### src/rtl/fetch_controller_pkg.sv
// Shared types and constants for the instruction fetch controller.
package fetch_controller_pkg;

  typedef enum logic [1:0] {
    FC_IDLE  = 2'd0,
    FC_FETCH = 2'd1,
    FC_STALL = 2'd2,
    FC_DRAIN = 2'd3
  } fc_state_e;

  localparam int unsigned ARM_INC   = 4;
  localparam int unsigned THUMB_INC = 2;
  localparam int unsigned INSTR_W   = 32;
  localparam logic [INSTR_W-1:0] NOP_IR = 32'h0;

  // Little-endian halfword pick for Thumb, whole word for ARM.
  function automatic logic [INSTR_W-1:0] select_instr(input logic [31:0] word,
                                                      input logic        thumb,
                                                      input logic        upper);
    if (!thumb) return word;
    return upper ? {16'h0, word[31:16]} : {16'h0, word[15:0]};
  endfunction

endpackage

### src/rtl/fetch_buffer.sv
// Prefetch FIFO with wrap-around pointers; flush wins over push and pop.
module fetch_buffer #(
  parameter int unsigned DEPTH  = 2,
  parameter int unsigned DATA_W = 64
) (
  input  logic                     CLK,
  input  logic                     RST,
  input  logic                     push,
  input  logic                     pop,
  input  logic                     flush,
  input  logic [DATA_W-1:0]        push_data,
  output logic [DATA_W-1:0]        head_data,
  output logic                     full,
  output logic                     empty,
  output logic [$clog2(DEPTH):0]   count
);

  localparam int unsigned PTR_W = $clog2(DEPTH);
  localparam int unsigned CNT_W = PTR_W + 1;

  logic [PTR_W-1:0]  wr_ptr;
  logic [PTR_W-1:0]  rd_ptr;
  logic [DATA_W-1:0] mem [DEPTH];

  always_ff @(posedge CLK or posedge RST) begin
    if (RST) begin
      wr_ptr <= '0;
      rd_ptr <= '0;
      count  <= '0;
    end else if (flush) begin
      wr_ptr <= '0;
      rd_ptr <= '0;
      count  <= '0;
    end else begin
      if (push) wr_ptr <= wr_ptr + PTR_W'(1);
      if (pop)  rd_ptr <= rd_ptr + PTR_W'(1);
      if (push && !pop)      count <= count + CNT_W'(1);
      else if (!push && pop) count <= count - CNT_W'(1);
    end
  end

  // Storage needs no reset; consumers only look at it when not empty.
  always_ff @(posedge CLK) begin
    if (push && !flush) mem[wr_ptr] <= push_data;
  end

  assign head_data = mem[rd_ptr];
  assign full      = (count == CNT_W'(DEPTH));
  assign empty     = (count == '0);

endmodule

### src/rtl/fetch_controller.sv
// Instruction fetch sequencer: address generation, memory handshake,
// prefetch buffering and branch redirect for ARM/Thumb streams.
module fetch_controller
  import fetch_controller_pkg::*;
#(
  parameter int unsigned       ADDR_W       = 32,
  parameter logic [ADDR_W-1:0] RESET_VECTOR = '0,
  parameter int unsigned       BUF_DEPTH    = 2
) (
  input  logic              CLK,
  input  logic              RST,
  output logic              MEM_REQ,
  output logic [ADDR_W-1:0] MEM_ADDR,
  input  logic [31:0]       MEM_RDATA,
  input  logic              MEM_ACK,
  output logic [31:0]       IR,
  output logic              FETCH_EN,
  input  logic              DEC_READY,
  output logic [ADDR_W-1:0] PC_OUT,
  input  logic              BRANCH_EN,
  input  logic [ADDR_W-1:0] BRANCH_ADDR,
  input  logic              T_BIT
);

  localparam int unsigned ENTRY_W = ADDR_W + INSTR_W;
  localparam int unsigned CNT_W   = $clog2(BUF_DEPTH) + 1;

  fc_state_e         state;
  fc_state_e         state_nxt;
  logic [ADDR_W-1:0] fetch_pc;
  logic [ADDR_W-1:0] drain_addr;
  logic              t_mode;

  logic [ADDR_W-1:0]  fetch_addr_c;
  logic [ADDR_W-1:0]  branch_target_c;
  logic [ADDR_W-1:0]  pc_inc_c;
  logic [INSTR_W-1:0] instr_c;
  logic [ENTRY_W-1:0] entry_c;
  logic [ENTRY_W-1:0] head_c;
  logic [CNT_W-1:0]   count_c;
  logic               req_c;
  logic               push_c;
  logic               pop_c;
  logic               fills_c;
  logic               full_c;
  logic               empty_c;

  assign fetch_addr_c    = {fetch_pc[ADDR_W-1:2], 2'b00};
  assign req_c           = (state == FC_FETCH) || (state == FC_DRAIN);
  assign instr_c         = select_instr(MEM_RDATA, t_mode, fetch_pc[1]);
  assign entry_c         = {fetch_pc, instr_c};
  assign push_c          = (state == FC_FETCH) && MEM_ACK && !BRANCH_EN;
  assign pop_c           = FETCH_EN && DEC_READY;
  assign fills_c         = push_c && !pop_c && (count_c == CNT_W'(BUF_DEPTH - 1));
  assign pc_inc_c        = t_mode ? ADDR_W'(THUMB_INC) : ADDR_W'(ARM_INC);
  assign branch_target_c = T_BIT ? {BRANCH_ADDR[ADDR_W-1:1], 1'b0}
                                 : {BRANCH_ADDR[ADDR_W-1:2], 2'b00};

  always_ff @(posedge CLK or posedge RST) begin
    if (RST) state <= FC_IDLE;
    else     state <= state_nxt;
  end

  // Next state; a branch overrides every other transition.
  always_comb begin
    state_nxt = state;
    case (state)
      FC_IDLE:  state_nxt = FC_FETCH;
      FC_FETCH: if (MEM_ACK) state_nxt = fills_c ? FC_STALL : FC_FETCH;
      FC_STALL: if (!full_c || pop_c) state_nxt = FC_FETCH;
      FC_DRAIN: if (MEM_ACK) state_nxt = FC_FETCH;
      default:  state_nxt = FC_IDLE;
    endcase
    if (BRANCH_EN) state_nxt = (req_c && !MEM_ACK) ? FC_DRAIN : FC_FETCH;
  end

  always_comb begin
    MEM_REQ  = 1'b0;
    MEM_ADDR = fetch_addr_c;
    case (state)
      FC_FETCH: MEM_REQ = 1'b1;
      FC_DRAIN: begin
        MEM_REQ  = 1'b1;
        MEM_ADDR = drain_addr;
      end
      default: ;
    endcase
  end

  // drain_addr shadows the live address so an abandoned request keeps it.
  always_ff @(posedge CLK or posedge RST) begin
    if (RST) begin
      fetch_pc   <= RESET_VECTOR;
      t_mode     <= 1'b0;
      drain_addr <= {RESET_VECTOR[ADDR_W-1:2], 2'b00};
    end else begin
      if (state != FC_DRAIN) drain_addr <= fetch_addr_c;
      if (BRANCH_EN) begin
        fetch_pc <= branch_target_c;
        t_mode   <= T_BIT;
      end else if (push_c) begin
        fetch_pc <= fetch_pc + pc_inc_c;
      end
    end
  end

  fetch_buffer #(
    .DEPTH  (BUF_DEPTH),
    .DATA_W (ENTRY_W)
  ) u_buf (
    .CLK       (CLK),
    .RST       (RST),
    .push      (push_c),
    .pop       (pop_c),
    .flush     (BRANCH_EN),
    .push_data (entry_c),
    .head_data (head_c),
    .full      (full_c),
    .empty     (empty_c),
    .count     (count_c)
  );

  assign FETCH_EN = !empty_c;
  assign IR       = empty_c ? NOP_IR : head_c[INSTR_W-1:0];
  assign PC_OUT   = empty_c ? '0 : head_c[ENTRY_W-1:INSTR_W];

endmodule

### config.mk
export PLATFORM = sky130hd
export DESIGN_NAME = fetch_controller
export DESIGN_NICKNAME = d
export VERILOG_FILES = /design/src/rtl/fetch_controller_pkg.sv /design/src/rtl/fetch_buffer.sv /design/src/rtl/fetch_controller.sv
export SDC_FILE = /design/constraint.sdc
export NUM_CORES = 1
export LEC_CHECK = 0
export CORE_MARGIN = 8
export CORE_UTILIZATION = 48
export CTS_CLUSTER_SIZE = 14
export DETAILED_ROUTE_END_ITERATION = 16
export DONT_BUFFER_PORTS = 1
export PLACE_DENSITY_LB_ADDON = 0.15
export REMOVE_ABC_BUFFERS = 1
export SKIP_CTS_REPAIR_TIMING = 1
export SYNTH_ARGS = -nofsm -noshare
export SYNTH_HDL_FRONTEND = slang
export SYNTH_SLANG_ARGS = --single-unit
### constraint.sdc
create_clock -name CLK -period 7.2 [get_ports CLK]
set_input_delay 1.44 -clock CLK [delete_from_list [all_inputs] [get_ports CLK]]
set_output_delay 1.44 -clock CLK [all_outputs]
set_load 0.02 [all_outputs]
# == Word-level counts from Yosys, hierarchy flattened ==
# Memories as Yosys holds them, arrays and structs flattened.
# Index checks and enable logic that the tools add are counted.
# word_totals
register_bits,69
ram_bits,128
inputBits,70
out_inout_bits,98
word_cells,71
mem_count,1
# op_classes
add_sub_neg,5
eq_ne,9
n_mux,26
n_reduce_logical,23
# mem_list
name,depth,word_bits,rd,rd_clocked_by_memory_dff,wr,line_no,rtl
u_buf.mem,2,64,1,0,1,fetch_buffer.sv:23,logic [DATA_W-1:0] mem [DEPTH];
# ops
operator,n
$mux 32,6
$add 32x3->32,1
$mux 2,10
$mux 16,1
$ne 3x3->1 const B,3
$logic_and 1x1->1,8
$pmux 2 s4,1
$mux 1,7
$eq 2x2->1 const B,3
$logic_not 1->1,6
$eq 2x1->1 const B,2
$logic_not 2->1,2
$reduce_bool 2->1,2
$mux 3,1
$reduce_and 3->1,1
$reduce_bool 3->1,1
$add 1x1->1 const B,2
$add 2x1->2 const B,1
$logic_or 1x1->1,2
$ne 2x2->1 const B,1
$reduce_or 2->1,1
$sub 2x1->2 const B,1

# == Logic depth before layout (Yosys ltp) ==
# Gate-level depths: netlist of run 1.
# logic_depth
word_depth,10
mapped_depth,9

# == Modules after synthesis ==
# Synthesis of run 1 repeated with hierarchy kept, for this count alone.
# hier_totals
cells_unflattened,644
hier_area_um2,9037.4
# by_module_without_submodules
mod,n_inst,cells_per_inst,area_each_um2,seq_area_each_um2
fetch_buffer,1,221,5042.3,3943.8
fetch_controller,1,423,3995.1,1601.5

# == Worst setup path after synthesis of run 1 ==
# Ideal clock, no wire load.
# synth_path
path_kind,input port to flip-flop
startpoint,input port MEM_ACK
endpoint,memory u_buf.mem[1][0] (enable)
setup_ps,575
arrival_time_ps,6483
required_ps,6625
path_slack_ps,142
cell_stages,3
n_path_buf,1
cell_sequence,nand3b_1 clkbuf_1 nor3b_1
# synth_via
elab_chain_len,5
# synth_lines
item,line_no,rtl
"start, declared",fetch_controller.sv:15,"input logic MEM_ACK,"
$logic_and 1x1->1 (2 in series),fetch_controller.sv:52,assign push_c = (state == FC_FETCH) && MEM_ACK && !BRANCH_EN;
$logic_and 1x1->1,fetch_buffer.sv:44,if (push && !flush) mem[wr_ptr] <= push_data;
$mux 1,fetch_buffer.sv:44,
$mux 1 (implied by the code),fetch_buffer.sv:44,
"end, declared",fetch_buffer.sv:23,
# Every way passes these cells.

# == Worst setup path after layout of run 1 ==
# layout_path
startpoint,register u_buf.rd_ptr
endpoint,output port PC_OUT[15]
# layout_via
elab_chain_len,2
# layout_lines
item,line_no,rtl
"start, declared",fetch_buffer.sv:22,logic [PTR_W-1:0] rd_ptr;
"start signal, assigned",fetch_buffer.sv:36,if (pop) rd_ptr <= rd_ptr + PTR_W'(1);
$mem_v2 2x64,--,
$mux 32,fetch_controller.sv:125,assign PC_OUT = empty_c ? '0 : head_c[ENTRY_W-1:INSTR_W];
"end, declared",fetch_controller.sv:19,"output logic [ADDR_W-1:0] PC_OUT,"
# Every way passes these cells.

==> results of run 1 <==
## metrics by stage
stage | setup WS [ns] | total power [W] | hold slack (ns) | util
6_report | 3.40 | 0.00314 | 0.527 | 0.533
5_1_grt | 3.26 | 0.00330 | 0.546 | 0.533
4_1_cts | 3.35 | 0.00319 | 0.527 | 0.533
3_5_place_dp | 3.79 | 0.00226 | 0.515 | 0.498
3_3_place_gp | 3.84 | 0.00224 | 0.510 | 0.498
2_1_floorplan | 0.162 | 0.00208 | 0.472 | -
## cells by family after synthesis
group	synth area share
and+or+nand+nor	0.123
DFF	0.648
muxes	0.137
AOI/OAI and AO/OA	0.0402
buffers and inverters	0.0276
xor gates and xnor gates	0.0145
adders and majority gates	0.00975
other	0.000443
## where the power goes
part	leakage, nW	switching, W	total, W	internal (W)
clock	0.289	0.000395	0.000927	0.000532
combinational	0.992	0.000561	0.000786	0.000225
sequential	1.95	0.000130	0.00143	0.00130
total	3.23	0.00109	0.00314	0.00205
## worst max-delay path by stage
| stage | endpoint | start | cells past startpoint | slack (ns) |
|---|---|---|---|---|
| after floorplan | u_buf.mem[1][0] | MEM_ACK | 2 | 0.16 |
| after global placement | u_buf.mem[1][23] | MEM_ACK | 3 | 3.84 |
| after detailed placement | u_buf.mem[1][23] | MEM_ACK | 3 | 3.79 |
| after CTS | PC_OUT[15] | u_buf.rd_ptr | 2 | 3.35 |
| after global routing | PC_OUT[15] | u_buf.rd_ptr | 2 | 3.26 |
| final | PC_OUT[15] | u_buf.rd_ptr | 2 | 3.40 |
## registers in the layout, indices dropped and copies added, names as in the netlist
signal        count
u_buf.count       2
u_buf.rd_ptr      1
u_buf.mem       126
drain_addr       30
state             2
fetch_pc         31
t_mode            1
u_buf.wr_ptr      1
## metal layers
layer / wire length [um] / track usage
met5: 0 / 0
met4: 209 / 0.0475
met3: 1430 / 0.0498
met2: 8720 / 0.275
met1: 7660 / 0.207
## Yosys cell counts, types with 5 or more instances
cell	n
edfxtp_1	126
nor2_1	79
dfrtp_1	68
mux2i_1	64
mux2_2	46
nand2_1	30
clkbuf_1	25
nor2b_1	20
o21ai_0	19
nand3_1	17
or4_1	17
a31oi_1	12
inv_1	11
o31ai_1	11
xnor2_1	10
buf_2	7
nand4_1	7
o211ai_1	6
a21oi_1	5
ha_1	5
## placed cells by master, fill, tap and decap left out, drive strengths merged, types with 10 or more instances in the layout
master,synthesis,layout
a31oi,12,12
mux2i,64,64
inv,11,14
clkbuf,25,23
nor2b,20,20
o21ai,19,19
or4,17,17
xnor2,10,10
mux2,46,46
nand2,30,30
dfrtp,68,68
nand3,18,18
nor2,79,79
o31ai,11,11
edfxtp,126,126
## area by class of cell
cell class / instances / share of cell area
well taps: 225 / 0.0306
inverters: 11 / 0.00448
flip-flops and latches: 194 / 0.596
clock inverters: 9 / 0.00992
multi-input cells: 387 / 0.301
clock buffers: 23 / 0.0543
repair buffers: 5 / 0.00407
## worst reg2reg max path, cell delays in order, from the launching register on
cell and delay, ns:
dfrtp_1 0.85, ha_1 0.30, inv_1 0.06, fa_1 0.35, and4bb_1 0.50, nand4_4 0.29
or4_1 0.57, a31oi_1 0.16
==> results.txt, run 1 <==
Max Cap Violations -> 0
CTS buffer count -> 17
Vias in the first global route -> 5054
Worst reg2reg setup slack -> 4.03 ns
Row cnt -> 48
Synth cell types -> 44
Finished Layout Cells -> 854
Placed Cells -> 822
Area post-placement -> 8620 um2
Share of layout cells above drive strength 1 -> 0.145
Placeable Area -> 17300 um2
CTS tree -> yes
Synth area leaders -> edfxtp_1 45%, dfrtp_1 20%, mux2i_1 7.6%
Iter 0 DRT Violations -> 248
Asr flop ratio synth -> 0.351
Max incr delay on CP -> 1.20 ns
Worst EP arrival -> 2.36 ns
Worst-path clk slew -> 0.07 ns
Congestion Overflow GR -> 0
Cell count after synthesis -> 631
Tot GR Track Use -> 0.166
Crit-path cells -> mux2i_1, nor2_1
Worst Path Max Fanout -> 64
Worst Tran Pin Value -> 1.17 ns
Leakage power -> 3.23 nW
Max Clock Freq -> 263 MHz
EDFF count, synth -> 126
Clk_lat worst skew -> 0.42 ns
Die ar. -> 22200 um2
Routed len/inst -> 21.1 um
#FFs+latches synth -> 194
Max-slew violation count -> 0
Average cell area after synthesis -> 13.4 um2
Clock root buffer -> clkbuf_16
Crit path buf inv count -> 0
Peak VDD IR -> 0.180 mV
Fillers -> 1462
DP HPWL -> 11700 um
Die Y -> 149 um
Final instance area -> 9210 um2
RR Endpoint -> fetch_pc[29]
Yosys warns -> 0
Cell Pwr Density -> 341 nW/um2
Reg2reg start -> t_mode
Antenna Nets Post-Route -> 0
DRC viols -> 0
Hold_sp -> fetch_pc[31]
Seq. cell area -> 5490 um2
Synth area leader -> edfxtp_1
Final setup violating endpoints -> 0
Antenna cell count -> 0
Multi-input gate area -> 2770 um2
# IOs -> 168
Slowest library cell on the worst path -> dfrtp_4
Clock sinks -> 194
Setup clock skew after layout -> 0.00816 ns
Synth Flop Type -> edfxtp_1
Routed WL -> 18000 um
Critical path's top delay family -> flip-flops
Mapped cell area -> 8470 um2
Hold depth -> 0
Clock Path Buffers -> 2
Reg2reg path depth -> 7
Rel. slew slack -> 0.223
Critical Path RT -> 5.76 ns
Setup_tns -> 0 ns
Starting density of the core -> 0.490
Outcome -> complete, no violations
First-pass GRT wire length -> 28600 um
Drt pass-1 iters -> 4
WHS Endpoint -> u_buf.mem[1][63]
CP Class -> flip-flop to output port
Largest net degree at the start of global routing -> 69
CP endpoint kind -> output port
Via-to-Cell Ratio -> 5.70
Vias post-DR -> 4871
Hold Fails Final Rpt -> 0
Yosys top cell area share -> 0.447
Final min period -> 3.80 ns
Initial antenna violation count -> 0
RSZ-0062 raised after global routing -> false
Nets@finish -> 692
Area growth, synth to finish -> 8.76%
Port Buffers -> 0
Die width -> 149 um
Placer congestion estimate -> 0.768
Register area share after synthesis -> 0.648
Final period util -> 0.527
Worst min path class -> flip-flop to flip-flop
H-Tree Depth -> 4
CP startpoint kind -> flip-flop
Note: power is estimated with default switching activity, not from simulation.
==> inputs of run 2 (changes only) <==
- clock period: 7.2 -> 3.7 ns (I/O delays scaled with it)
==> run 2 against run 1 <==
Against the previous run: critical path depth increased by 1; flip-flop and latch count stayed put; critical path type unchanged; critical endpoint is now MEM_ADDR[21]; clock skew is essentially flat; clock power up 83%; worst hold slack got worse by 0.31 ns; power is 92% higher; clock-buffer cell count grew 2; combinational power rose by 110%; wire length grew 2.3%; sequential power grew 88%; design area is 0.11% higher; global-route usage is 0.31 points higher.
==> results.txt, run 2 (synthesized netlist as in run 1, its figures left out) <==
Clock root buffer -> clkbuf_16
Vias in the first global route -> 5075 (+0.42%)
Placer congestion estimate -> 0.769 (about the same)
Port Buffers -> 0 (unchanged)
Area growth, synth to finish -> 8.88%
Starting density of the core -> 0.490 (unchanged)
CTS buffer count -> 17 (unchanged)
Die Y -> 149 um (unchanged)
Worst EP arrival -> 2.08 ns (-0.28 ns)
Worst min path class -> primary input to async pin
First-pass GRT wire length -> 28900 um (+1.3%)
Die ar. -> 22200 um2 (unchanged)
RSZ-0062 raised after global routing -> false
Congestion Overflow GR -> 0 (unchanged)
DP HPWL -> 12400 um (+6.2%)
Top Registers -> u_buf.mem (126), fetch_pc (31), drain_addr (30)
CP endpoint kind -> output port
Setup clock skew after layout -> 0.00804 ns (-0.000123 ns)
Clock sinks -> 194 (unchanged)
Hold Fails Final Rpt -> 0 (unchanged)
Seq. cell area -> 5490 um2 (unchanged)
Most flops, register -> u_buf.mem
Initial antenna violation count -> 0 (unchanged)
RR Endpoint -> fetch_pc[25]
Share of layout cells above drive strength 1 -> 0.150 (+0.00493)
Worst-path clk slew -> 0.07 ns (about the same)
Largest register FFs -> 126 (unchanged)
Max-slew violation count -> 0 (unchanged)
Max Cap Violations -> 0 (unchanged)
Placement Setup Slack -> 1.07 ns (-2.72 ns)
Outcome -> complete, no violations
Nets@finish -> 698 (+0.87%)
Fillers -> 1469 (+0.48%)
Die width -> 149 um (unchanged)
Final period util -> 0.763
Final setup violating endpoints -> 0 (unchanged)
Area post-placement -> 8680 um2 (+0.67%)
Peak VDD IR -> 0.333 mV (+85%)
Tot GR Track Use -> 0.169 (+0.00315)
H-Tree Depth -> 4 (unchanged)
Leakage power -> 3.24 nW (+0.32%)
Routed WL -> 18400 um (+2.3%)
Reg2reg path depth -> 7 (unchanged)
Final Hold Slack -> 0.215 ns (-0.312 ns)
# IOs -> 168 (unchanged)
Placeable Area -> 17300 um2 (unchanged)
Via-to-Cell Ratio -> 5.71 (+0.18%)
Routed len/inst -> 21.4 um (+1.6%)
Antenna cell count -> 0 (unchanged)
Multi-input gate area -> 2770 um2 (unchanged)
Rel. slew slack -> 0.370 (+0.147)
Final instance area -> 9220 um2 (+0.11%)
Final core occ -> 0.533 (+0.000579)
Largest net degree at the start of global routing -> 52 (-25%)
Most frequent cells in the layout -> 126 x edfxtp_1, 79 x nor2_1, 67 x dfrtp_1
Setup_tns -> 0 ns (unchanged)
Commonest non-fill, non-tap cell in the layout -> edfxtp_1
Worst Path Max Fanout -> 28 (-56%)
Critical Path RT -> 2.96 ns (-2.80 ns)
Antenna Nets Post-Route -> 0 (unchanged)
CTS tree -> yes
CP startpoint kind -> flip-flop
Clock Path Buffers -> 2 (unchanged)
DRC viols -> 0 (unchanged)
Final min period -> 2.82 ns
Worst reg2reg setup slack -> 1.01 ns (-3.02 ns)
Cell Pwr Density -> 654 nW/um2 (+92%)
Iter 0 DRT Violations -> 149 (-40%)
Reg2reg start -> fetch_pc[1]
Max Clock Freq -> 354 MHz
Final WS setup -> 0.877 ns (-2.53 ns)
Clk_lat worst skew -> 0.43 ns (about the same)
CP Class -> flip-flop to output port
Drt pass-1 iters -> 4 (unchanged)
Row cnt -> 48 (unchanged)
Vias post-DR -> 4914 (+0.88%)
Worst Tran Pin Value -> 0.944 ns (-0.221 ns)
## run 2: changes by cell type in the layout (fill, tap and decap cells not counted), sizes merged
cell / delta
inv: -1
clkbuf: +2
bufinv: -1
buf: +6
## run 2: how the worst max path moves through the flow
stage / start / endpoint / slack [ns] / cells after the start
4_1_cts: state[0] / MEM_ADDR[30] / 0.82 / 3
3_3_place_gp: fetch_pc[1] / fetch_pc[25] / 1.13 / 7
5_1_grt: u_buf.rd_ptr / PC_OUT[3] / 0.76 / 3
3_5_place_dp: fetch_pc[1] / fetch_pc[25] / 1.07 / 7
2_1_floorplan: MEM_ACK / u_buf.mem[1][0] / -2.64 / 2
6_report: state[0] / MEM_ADDR[21] / 0.88 / 3
## run 2: worst max-delay path, stage by stage (launching register included)
cell     delay (ns)
dfrtp_1        0.53
nand2_1        0.22
buf_4          0.43
mux2_2         0.46
## run 2: cell type report
class / instances / share of cell area
multi-input combinational: 387 / 0.300
sequential: 194 / 0.595
clock inverter: 7 / 0.00529
timing repair buffer: 11 / 0.0103
inverter: 11 / 0.00448
clock buffer: 25 / 0.0537
tap: 225 / 0.0305
## run 2: where the power goes
group / leakage, nW / internal (W) / switching, W / total [W]
registers: 1.95 / 0.00253 / 0.000166 / 0.00269
clock network: 0.266 / 0.000934 / 0.000763 / 0.00170
logic: 1.03 / 0.000454 / 0.00119 / 0.00164
## run 2: stage by stage
stage | cells | power [W]
after floorplan | 592 | 0.00405
after global placement | 828 | 0.00438
after detailed placement | 828 | 0.00442
after CTS | 860 | 0.00611
after global routing | 860 | 0.00633
final | 860 | 0.00603
## run 2: metal layers
metal,GRT usage,wire length (um),vias up
met2,0.275,8850,145
met1,0.210,7870,2454
met4,0.0575,272,0
met5,0,0,-
met3,0.0543,1450,22
li1,-,-,2293
